## src/rtl/inst_adr_table.sv

```systemverilog
// Run-time programmable key-to-routine-address table with valid bits, a one-cycle
// registered lookup path with valid/ready handshakes, and a saturating miss counter.
module inst_adr_table #(
   parameter int               IN_W     = 9,
   parameter int               OUT_W    = 7,
   parameter logic [OUT_W-1:0] MISS_VAL = '1,
   parameter int               CNT_W    = 16
) (
   input  logic             clk,
   input  logic             rst,
   input  logic             cfg_we,
   input  logic [IN_W-1:0]  cfg_addr,
   input  logic [OUT_W-1:0] cfg_data,
   input  logic             cfg_clear,
   output logic             busy,
   input  logic             lk_valid,
   output logic             lk_ready,
   input  logic [IN_W-1:0]  lk_key,
   output logic             rs_valid,
   input  logic             rs_ready,
   output logic [OUT_W-1:0] rs_addr,
   output logic             rs_hit,
   output logic [CNT_W-1:0] miss_cnt
);

   localparam int               DEPTH   = 1 << IN_W;
   localparam logic [CNT_W-1:0] CNT_MAX = '1;

   typedef enum logic {CLEAR, RUN} state_t;

   state_t           state, state_nxt;
   logic [IN_W-1:0]  sweep_cnt, sweep_cnt_nxt;

   logic [OUT_W-1:0] data_mem  [DEPTH];
   logic             valid_mem [DEPTH];

   logic             run;
   logic             wr_en;
   logic             accept;
   logic             fwd;
   logic             rd_valid;
   logic [OUT_W-1:0] rd_data;
   logic             lk_hit;
   logic [OUT_W-1:0] lk_addr;

   always_ff @(posedge clk or posedge rst) begin
      if (rst) begin
         state     <= CLEAR;
         sweep_cnt <= '0;
      end else begin
         state     <= state_nxt;
         sweep_cnt <= sweep_cnt_nxt;
      end
   end

   // A clear request always restarts the sweep from entry 0, whichever state we are in.
   always_comb begin
      state_nxt     = state;
      sweep_cnt_nxt = sweep_cnt;
      if (cfg_clear) begin
         state_nxt     = CLEAR;
         sweep_cnt_nxt = '0;
      end else if (state == CLEAR) begin
         sweep_cnt_nxt = sweep_cnt + IN_W'(1);
         if (&sweep_cnt) begin
            state_nxt = RUN;
         end
      end
   end

   assign run      = (state == RUN);
   assign busy     = (state == CLEAR);
   assign wr_en    = run && cfg_we && !cfg_clear;
   assign lk_ready = run && (!rs_valid || rs_ready);
   assign accept   = lk_valid && lk_ready;
   assign fwd      = wr_en && (cfg_addr == lk_key);

   assign rd_valid = valid_mem[lk_key];
   assign rd_data  = data_mem[lk_key];

   // A write landing on the looked-up key in the same cycle wins over the stored entry.
   always_comb begin
      lk_hit  = fwd || rd_valid;
      lk_addr = MISS_VAL;
      if (fwd) begin
         lk_addr = cfg_data;
      end else if (rd_valid) begin
         lk_addr = rd_data;
      end
   end

   // Storage has no reset; the sweep is what makes the valid bits trustworthy.
   always_ff @(posedge clk) begin
      if (!run) begin
         valid_mem[sweep_cnt] <= 1'b0;
      end else if (wr_en) begin
         valid_mem[cfg_addr] <= 1'b1;
         data_mem[cfg_addr]  <= cfg_data;
      end
   end

   always_ff @(posedge clk or posedge rst) begin
      if (rst) begin
         rs_valid <= 1'b0;
         rs_hit   <= 1'b0;
         rs_addr  <= '0;
      end else if (accept) begin
         rs_valid <= 1'b1;
         rs_hit   <= lk_hit;
         rs_addr  <= lk_addr;
      end else if (rs_ready) begin
         rs_valid <= 1'b0;
      end
   end

   always_ff @(posedge clk or posedge rst) begin
      if (rst) begin
         miss_cnt <= '0;
      end else if (cfg_clear) begin
         miss_cnt <= '0;
      end else if (rs_valid && rs_ready && !rs_hit && (miss_cnt != CNT_MAX)) begin
         miss_cnt <= miss_cnt + CNT_W'(1);
      end
   end

endmodule

```

## config.mk

```make
export PLATFORM = sky130hd
export DESIGN_NAME = inst_adr_table
export DESIGN_NICKNAME = d
export VERILOG_FILES = /design/src/rtl/inst_adr_table.sv
export SDC_FILE = /design/constraint.sdc
export NUM_CORES = 2
export LEC_CHECK = 0
export ABC_AREA = 1
export CORE_MARGIN = 2
export CORE_UTILIZATION = 50
export DETAILED_ROUTE_END_ITERATION = 8
export PLACE_DENSITY = 0.62
export SYNTH_ARGS = -nofsm -noshare
export SYNTH_HDL_FRONTEND = slang
export SYNTH_SLANG_ARGS = --single-unit
```

## constraint.sdc

```tcl
create_clock -name clk -period 8.8 [get_ports clk]
set_input_delay 1.32 -clock clk [delete_from_list [all_inputs] [get_ports clk]]
set_output_delay 1.32 -clock clk [all_outputs]
set_load 0.05 [all_outputs]
```

==> flow_summary_export.csv <==
group,metric,value,unit
logic_synthesis,synth_top_family_by_area,"simple AND/OR/NAND/NOR gates",
cts,cts_buffers,424,
place,io_buffers,57,
cts,htree_levels,5,
logic_synthesis,synthCells,14900,
logic_synthesis,synth_warnings,0,
cts,cts_buffer_depth,4,
place,placed_area,174000,um^2
logic_synthesis,yosys.area_share.simple,23.1,%
layout,drive_gt1_share,5.92,%
logic_synthesis,ys_top_cells_by_area,"edfxtp_1 (72%), nand3_1 (11%), nand2_1 (9.3%), nor2_1 (2.6%), buf_2 (1.3%)",
logic_synthesis,synth_mux_area_share,0,%
global_routing,antenna_found_initial,17,
cts,cts_tree,"done",
cts,post_cts_resized,0,
run_status,status,"finished clean",
worst_setup_path,crit_arrival,5.31,ns
logic_synthesis,synth-async-reset-ratio,0.847,%
timing,min_period,4.69,ns
layout,syn_to_final_growth,9.88,%
drt,routedWlPerCell,24.2,um
logic_synthesis,synth_edf_count,4096,
logic_synthesis,seq_area_frac_synth,72.5,%
power,vdd_ir_drop_max,187,uV
timing,rsz0062_at_grt,"false",
global_routing,met2_usage,41.3,%
power,p_leak,64.7,nW
drt,drc,0,
place,hpwl,251,mm
logic_synthesis,yosysTopAreaCell,"edfxtp_1",
layout,design_area,188000,um^2
logic_synthesis,syn_area,171000,um^2
logic_synthesis,synth_xor_area_share,0.0256,%
cts,post_cts_buffers,0,
place,place_congestion,0.850,
drt,wl,468,mm
drt,drt_iter0_markers,14500,
timing,setup_viol,0,
power,p_per_area,222,nW/um^2
cts,cts_root_buf,"clkbuf_16",
cts,cts_sinks,4131,
cts,hold_buffers,0,
logic_synthesis,synth_fa_ha_area_share,0.0220,%
logic_synthesis,ys_types,37,
global_routing,overflow,0,
place,pre_cts_ws,3.16,ns
floorplanning,die-height,588,um
worst_setup_path,crit_fanout,267,
timing,skew,0.0506,ns
worst_setup_path,critical_path_class,"primary input to register",
timing,max_freq,0.213,GHz
cts,clk_latency,0.98,ns
layout,mostFrequentLayoutCells,"nand2_1 (4,207), edfxtp_1 (4,096), nand3_1 (3,717)",
floorplanning,start_util,50.3,%
timing,postLayoutSetupSlackWorst,4.11,ns
logic_synthesis,syn_nets,14900,
global_routing,grtUsageMet1,38.6,%
worst_setup_path,start_kind,"primary input",
floorplanning,dieArea,346000,um^2
drt,vias,112000,
logic_synthesis,synth_top_area_share,72.0,%
logic_synthesis,synth-compound-area-share,1.12,%
flow_run,max-cap-violations,0,
timing,post-route-period-util,53.3,%
global_routing,grtUsageMet3,3.90,%
floorplanning,rows,214,
timing,finalHoldViolCount,0,
worst_setup_path,endpoint_kind,"register",
logic_synthesis,avgSynthCellArea,11.5,um^2
global_routing,grt_pass1_vias,105000,
drt,first_pass_iters,8,
timing,relSlewSlack,18.3,%
logic_synthesis,yosys_register_bits,4131,
global_routing,grt_usage,26.6,%
floorplanning,fp.dieW,588,um
drt,ant_nets,0,
cts,clk_pin_slew,0.06,ns
global_routing,grt_max_degree,268,
global_routing,grt.busiest_layer,"met2",
timing,worst_pin_slew,1.22,ns
layout,nets,14500,
floorplanning,io_pins,58,
worst_setup_path,cp.required,9.42,ns
floorplanning,coreArea,340000,um^2
timing,drv_slew,0,
drt,vias_per_cell,5.81,
timing,tns,0,ns
logic_synthesis,synth_flop_cell,"edfxtp_1",
min_path,min_path_type,"register to register",
global_routing,grt_pass1_wl,695,mm
layout,layout_commonest_cell,"nand2_1",
## power breakdown
part / total [mW] / internal, mW / switching, mW
Clock: 17.6 / 10.1 / 7.52
Combinational: 2.40 / 0.548 / 1.85
Sequential: 21.6 / 21.6 / 0.0243
Total: 41.6 / 32.2 / 9.40
## registers in the layout (all words and copies together) (netlist names)
register   flops
run            1
miss_cnt      16
rs_addr        7
rs_hit         1
data_mem    3584
rs_valid       1
sweep_cnt      9
valid_mem    512
## cell type report
type	instances	area [um^2]
clock buffer	506	11100
multi-input combinational	9559	41600
inverter	123	522
antenna	6	15.0
sequential	4131	124000
timing repair buffer	231	2480
fill	28300	152000
clock inverter	266	2440
tap	4536	5680
## worst max-delay path: stages
cell and delay, ns:
clkdlybuf4s50_1 0.45, buf_4 0.20, nor2_4 0.06, nand2_2 0.29, clkinv_8 0.66, o21ai_2 0.50
inv_2 0.07, nor2_1 0.32, nand3_2 0.92, nor2_1 0.43
## metrics by stage
stage	hold slack (ns)	power [mW]	cells	utilization, %
final	0.527	41.6	19400	55.2
after global routing	0.565	42.7	19400	55.2
after CTS	0.529	41.8	19400	55.2
after detailed placement	0.513	24.4	18600	51.2
after global placement	0.509	24.4	18600	51.2
after floorplan	0.489	23.4	14900	-
## cells by family (layout without fill, tap and decap cells)
family / Yosys count / count (layout)
buffers and inverters: 1191 / 1126
AOI/OAI and AO/OA: 353 / 353
DFF: 4131 / 4131
xor gates and xnor gates: 5 / 5
adders and majority gates: 3 / 3
and+or+nand+nor: 9198 / 9198
other: 0 / 6
## synthesized netlist by cell type (7+ instances only)
master    number
nand2_1     4235
edfxtp_1    4096
nand3_1     3721
nor2_1      1172
buf_2        441
clkbuf_1     410
o21ai_0      188
buf_1        126
inv_1        109
a21oi_1       88
o22ai_1       61
buf_4         56
dfrtp_1       35
buf_6         31
nand2_2       28
nor3_1        22
inv_2         10
nor2_2         7
nor2_4         7
## layer usage
layer	routed length, um	vias to the layer above
li1	-	51600
met1	195000	55100
met2	217000	5083
met3	40600	763
met4	15700	0
met5	0	-
## path summary, 6_finish.rpt
kind / start / endpoint / slack, ns / cells after the start
min in group asynchronous: rst / miss_cnt[14] / 0.78 / 3
worst max-delay path: cfg_clear / valid_mem[354] / 4.11 / 10
worst max register to register: run / valid_mem[354] / 4.47 / 9
worst min register to register: miss_cnt[13] / miss_cnt[13] / 0.53 / 1
worst min-delay path: miss_cnt[13] / miss_cnt[13] / 0.53 / 1
max in group asynchronous: rst / sweep_cnt[6] / 7.63 / 3
Power figures use the tool's default switching activity.
